## src/rtl/cache_perf_monitor.sv

```systemverilog
// cache_perf_monitor: per-channel cache access/hit/miss/stall and miss-latency statistics with registered readout
//   clk_i, rst_i                 : clock, synchronous active-high reset
//   req_valid_i, req_ready_i     : per-channel request handshake (access / stall)
//   hit_i, miss_i                : per-channel lookup result, qualified by an accepted request
//   resp_valid_i                 : per-channel refill response closing the outstanding miss
//   clear_i, freeze_i            : zero all statistics / hold all statistics
//   rd_ch_i, rd_sel_i, rd_data_o : addressed readout, one cycle latency
//   err_o, sat_o                 : sticky overlapping-miss and counter-saturated flags
module cache_perf_monitor #(
  parameter int NUM_CH = 3,
  parameter int CNT_W = 32,
  parameter int LAT_W = 16,
  localparam int RD_W = NUM_CH > 1 ? $clog2(NUM_CH) : 1
) (
  input  logic              clk_i,
  input  logic              rst_i,
  input  logic [NUM_CH-1:0] req_valid_i,
  input  logic [NUM_CH-1:0] req_ready_i,
  input  logic [NUM_CH-1:0] hit_i,
  input  logic [NUM_CH-1:0] miss_i,
  input  logic [NUM_CH-1:0] resp_valid_i,
  input  logic              clear_i,
  input  logic              freeze_i,
  input  logic [RD_W-1:0]   rd_ch_i,
  input  logic [2:0]        rd_sel_i,
  output logic [CNT_W-1:0]  rd_data_o,
  output logic [NUM_CH-1:0] err_o,
  output logic [NUM_CH-1:0] sat_o
);
  logic [NUM_CH-1:0][CNT_W-1:0] acc_v, hit_v, miss_v, stall_v, tot_v;
  logic [NUM_CH-1:0][LAT_W-1:0] max_v;
  logic [NUM_CH-1:0] st_v;
  logic [CNT_W-1:0] rd_d;
  for (genvar c = 0; c < NUM_CH; c++) begin : g_ch
    logic a, s, h, m, rs, st, nst, cl, ld, run, err, sat;
    logic [CNT_W-1:0] acc, hit, miss, stall, tot;
    logic [LAT_W-1:0] mx, tmr;
    logic [CNT_W:0] tot_n;
    assign a = req_valid_i[c] & req_ready_i[c];
    assign s = req_valid_i[c] & ~req_ready_i[c];
    assign m = a & miss_i[c];
    assign h = a & hit_i[c] & ~miss_i[c];
    assign rs = resp_valid_i[c];
    always_ff @(posedge clk_i) st <= (rst_i || clear_i) ? 1'b0 : nst;
    always_comb nst = st ? (~rs | m) : m;
    // cl closes the pending miss; ld (re)starts the timer; a miss in WAIT without response keeps it running
    always_comb begin
      cl = st & rs;
      ld = m & (~st | rs);
      run = st & ~rs;
    end
    // the timer runs regardless of freeze so latency stays correct across a freeze window
    always_ff @(posedge clk_i)
      if (rst_i || clear_i) tmr <= '0;
      else tmr <= ld ? LAT_W'(1) : run ? tmr + LAT_W'(~&tmr) : '0;
    assign tot_n = {1'b0, tot} + (CNT_W+1)'(tmr);
    always_ff @(posedge clk_i)
      if (rst_i || clear_i) begin
        acc <= '0;
        hit <= '0;
        miss <= '0;
        stall <= '0;
        tot <= '0;
        mx <= '0;
        err <= 1'b0;
        sat <= 1'b0;
      end else if (!freeze_i) begin
        if (a && !(&acc)) acc <= acc + CNT_W'(1);
        if (h && !(&hit)) hit <= hit + CNT_W'(1);
        if (m && !(&miss)) miss <= miss + CNT_W'(1);
        if (s && !(&stall)) stall <= stall + CNT_W'(1);
        if (cl) tot <= tot_n[CNT_W] ? '1 : tot_n[CNT_W-1:0];
        if (cl && tmr > mx) mx <= tmr;
        if (run && m) err <= 1'b1;
        if ((a && &acc) || (h && &hit) || (m && &miss) || (s && &stall) || (cl && tot_n[CNT_W])) sat <= 1'b1;
      end
    assign acc_v[c] = acc;
    assign hit_v[c] = hit;
    assign miss_v[c] = miss;
    assign stall_v[c] = stall;
    assign tot_v[c] = tot;
    assign max_v[c] = mx;
    assign st_v[c] = st;
    assign err_o[c] = err;
    assign sat_o[c] = sat;
  end
  always_comb begin
    rd_d = '0;
    for (int i = 0; i < NUM_CH; i++)
      if (rd_ch_i == RD_W'(i))
        rd_d = rd_sel_i == 3'd0 ? acc_v[i] :
               rd_sel_i == 3'd1 ? hit_v[i] :
               rd_sel_i == 3'd2 ? miss_v[i] :
               rd_sel_i == 3'd3 ? stall_v[i] :
               rd_sel_i == 3'd4 ? tot_v[i] :
               rd_sel_i == 3'd5 ? CNT_W'(max_v[i]) :
               rd_sel_i == 3'd6 ? CNT_W'({sat_o[i], err_o[i], st_v[i]}) : '0;
  end
  always_ff @(posedge clk_i) rd_data_o <= rst_i ? '0 : rd_d;
endmodule

```

## config.mk

```make
export PLATFORM = sky130hd
export DESIGN_NAME = cache_perf_monitor
export DESIGN_NICKNAME = d
export VERILOG_FILES = /design/src/rtl/cache_perf_monitor.sv
export SDC_FILE = /design/constraint.sdc
export NUM_CORES = 2
export LEC_CHECK = 0
export ABC_AREA = 1
export BUFFER_PORTS_ARGS = -buffer_cell sky130_fd_sc_hd__buf_2
export CAP_MARGIN = 20
export CELL_PAD_IN_SITES_DETAIL_PLACEMENT = 2
export CELL_PAD_IN_SITES_GLOBAL_PLACEMENT = 2
export CORE_AREA = 3 3 328 330
export CTS_BUF_LIST = sky130_fd_sc_hd__clkbuf_4
export DETAILED_ROUTE_END_ITERATION = 16
export DIE_AREA = 0 0 331 333
export PLACE_DENSITY = 0.87
export SLEW_MARGIN = 20
export SYNTH_ARGS = -nofsm -noshare
export SYNTH_HDL_FRONTEND = slang
export SYNTH_SLANG_ARGS = --single-unit
```

## constraint.sdc

```tcl
create_clock -name clk_i -period 4.6 [get_ports clk_i]
set_input_delay 0.92 -clock clk_i [delete_from_list [all_inputs] [get_ports clk_i]]
set_output_delay 0.92 -clock clk_i [all_outputs]
set_load 0.03 [all_outputs]
```

==> impl_results.md <==
- Clock skew: 92.3 ps
- Place WS: 1010 ps
- Top delay family on crit path: simple AND/OR/NAND/NOR gates
- WP data required: between 5000 and 6000 ps
- Synth warn: 0
- Crit path arrival time: between 4000 and 5000 ps
- Hold Vio Cnt, Final: 0
- Fill cells: 13,200
- Root Buffer: clkbuf_4
- Worst slew margin: 34.4%
- Via count: 47,400
- Final wirelength: 207,000 um
- CP Class: reg -> reg
- Buf/Inv on CP: 1
- Hold Crit Class: in -> reg
- DP HPWL: 152,000 um
- Area Overhead vs Synth: 9.21%
- Vias in the first global route: 51,000
- Max VDD drop: 0.170 mV
- Post-CTS setup buffer count: 0
- Site Rows: 119
- Seq/Total Area, Yosys: 30.3%
- CTS H-tree depth: 4
- Critical Path Sink Type: register
- Power Dens Cells: 261 nW/um^2
- Die H: 333 um
- Synth top cells by count: 2,106 x nand2_1, 754 x nor2_1, 617 x dfxtp_1, 593 x inv_1, 589 x a21oi_1
- Tot Pwr: 0.0116 W
- Clock Latency Late Sink: roughly 1200 ps
- Largest stage delay, worst path: between 500 and 600 ps
- Die Area: ~110,000 um^2
- Share of layout cells above drive strength 1: 7.61%
- Post-CTS Hold Buffers: 0
- Reg area: 12,400 um^2
- DR WL/cell: 25.3 um
- Setup TNS: 0 ps
- Synth top area cells: dfxtp_1 30%, nand2_1 19%, a21oi_1 7.2%
- RSZ-0062 raised after global routing: false
- Layout Nets: 6,794
- Cells after synthesis: 6,592
- Max cap viols: 0
- Unique masters post-synth: 48
- Nature of the critical path startpoint: register
- Slew @ Worst Pin: 985 ps
- CTS tree: built
- DR vias/cell: 5.78
- Crit-path cells: ha_1 -> fa_1 -> nand3_1 -> nand3_1 -> nand2_1 -> nand2_1 -> nand2_1 -> nand2_2 -> nand3_1 -> nand2_1 -> o21ai_0 -> inv_1
- IO Port Bufs: 61
- CP max stage cell: nand3_1
- Multi-input gate area: between 20,000 and 25,000 um^2
- Clk buf depth: 3
- Number of nets with antenna violations after routing: 0
- Cell mode on critical path: nand2_1
- Total GRT Usage: ~37%
- Area leader, netlist: dfxtp_1
- CTS resizes: 0
- #FFs+latches synth: slightly above 600
- Period minus WS final: 3090 ps
- Cts bufs inserted: ~190
- Post-synth top area share: 30.3%
- Synth Flop Type: dfxtp_1
- Ys async rst share: 0%
- CP Max Fanout: 14
- Initial Util: 38.8%
- Antenna violations before repair: 9
- DRC: 0
- Final RePlAce weighted congestion: 0.989
- Final setup margin: ~1500 ps
- Core Box Area: 105,000 um^2
- Pin count of the biggest net entering global routing: 114
- FMAX: 323 MHz
- CTS clk-pin slew, worst paths: around 80 ps
- Slew Viols, Final: 0
- Grt ovf: 0
- Count leader, synth: nand2_1
- Ports: 62
- Mapped cell area: 40,800 um^2
- EDFF count, synth: 0
- Status: complete, no violations
- Die width: 331 um
- Leakage dissipation: 16.7 nW
- CTS sink count: 617
- First-pass GRT wire length: between 300,000 and 400,000 um
- DR pass1 iterations: 6
- Syn Area/Cell: 6.19 um^2
- Starting DRT DRC Count: 4,142
- Syn_nets: about 6,700
- # setup viols final: 0
- Crit share post-route: between 60% and 70%
-- cell families after synthesis --
kind of cell,count (synthesis),synth area share (%)
compound gates,966,12.4
xor+xnor,345,7.41
fa+ha+maj,117,3.64
buf+inv,867,8.63
flops,617,30.3
simple gates,3680,37.6
-- tightest hold or removal path: cells and delay by family --
kind            cells  cell delay, ps
compound gates      1             120
buf+inv             1             150
simple gates        1              80
-- per-stage QoR --
step | cell area (um^2) | utilization, % | std cells | hold WS, ps
finish | 44500 | 42.4 | 8192 | 123
detailed placement | 42200 | 40.1 | 7855 | 468
global placement | 42200 | 40.1 | 7855 | 457
global route | 44500 | 42.4 | 8188 | 44.2
CTS | 44500 | 42.4 | 8181 | 35.8
floorplan | 40800 | - | 6592 | 444
-- path summary, 6_finish.rpt --
kind	slack [ps]	endpoint	from	depth (start not counted)
worst min-delay path	120	g_ch[0].tmr[0]$_SDFF_PP0_	resp_valid_i[0]	3
worst min register to register	490	g_ch[1].mx[5]$_SDFFE_PP0P_	g_ch[1].mx[5]$_SDFFE_PP0P_	2
worst max-delay path	1510	g_ch[2].tot[18]$_SDFFE_PP0P_	g_ch[2].tmr[0]$_SDFF_PP0_	12
worst max register to register	1510	g_ch[2].tot[18]$_SDFFE_PP0P_	g_ch[2].tmr[0]$_SDFF_PP0_	12
-- cell type report --
cell class	instances	share of cell area [%]
multi-input combinational	5108	56.0
timing repair buffer	115	1.71
clock inverter	64	0.896
antenna	11	0.0618
inverter	624	5.28
tap	1391	3.91
clock buffer	262	4.42
sequential	617	27.7
-- per-layer routing --
metal | up-vias | wire, um | track usage [%]
li1 | 21500 | - | -
met1 | 23800 | 88100 | 47.4
met2 | 1595 | 94800 | 59.4
met3 | 475 | 13400 | 5.98
met4 | 4 | 10600 | 18.0
met5 | - | 28 | 0
-- report_power, final --
group	internal, W	total, W	switching [W]	leakage [nW]
clock	0.00289	0.00576	0.00287	1.40
combinational	0.0000908	0.000496	0.000405	10.3
sequential	0.00535	0.00537	0.0000162	4.97
-- placed cells by master, fill, tap and decap left out, drive strengths merged, types with 5 or more instances in the layout --
master / Yosys / routed
xnor2: 98 / 98
inv: 622 / 624
ha: 114 / 114
o211ai: 11 / 11
xor2: 247 / 247
o22ai: 31 / 31
and2: 6 / 6
o21a: 5 / 5
nor4: 18 / 18
or2: 17 / 17
a211oi: 5 / 5
o21bai: 10 / 10
o21ai: 263 / 263
o2111ai: 12 / 12
diode: 0 / 11
nor3b: 17 / 17
nor3: 270 / 270
clkinv: 2 / 56
bufinv: 0 / 5
buf: 130 / 115
nor2: 772 / 772
dfxtp: 617 / 617
clkbuf: 113 / 262
a21oi: 591 / 591
nand3: 313 / 313
nand3b: 14 / 14
and3: 9 / 9
a31oi: 34 / 34
nand4: 111 / 111
nand2: 2133 / 2133
-- flip-flops by register name, summed over array words and instances, names as in the netlist --
signal,count
g_ch.err,3
g_ch.tot,96
g_ch.st,3
rd_data_o,32
g_ch.miss,96
g_ch.hit,96
g_ch.mx,48
g_ch.acc,96
g_ch.sat,3
g_ch.stall,96
g_ch.tmr,48
Note: power is estimated with default switching activity, not from simulation.
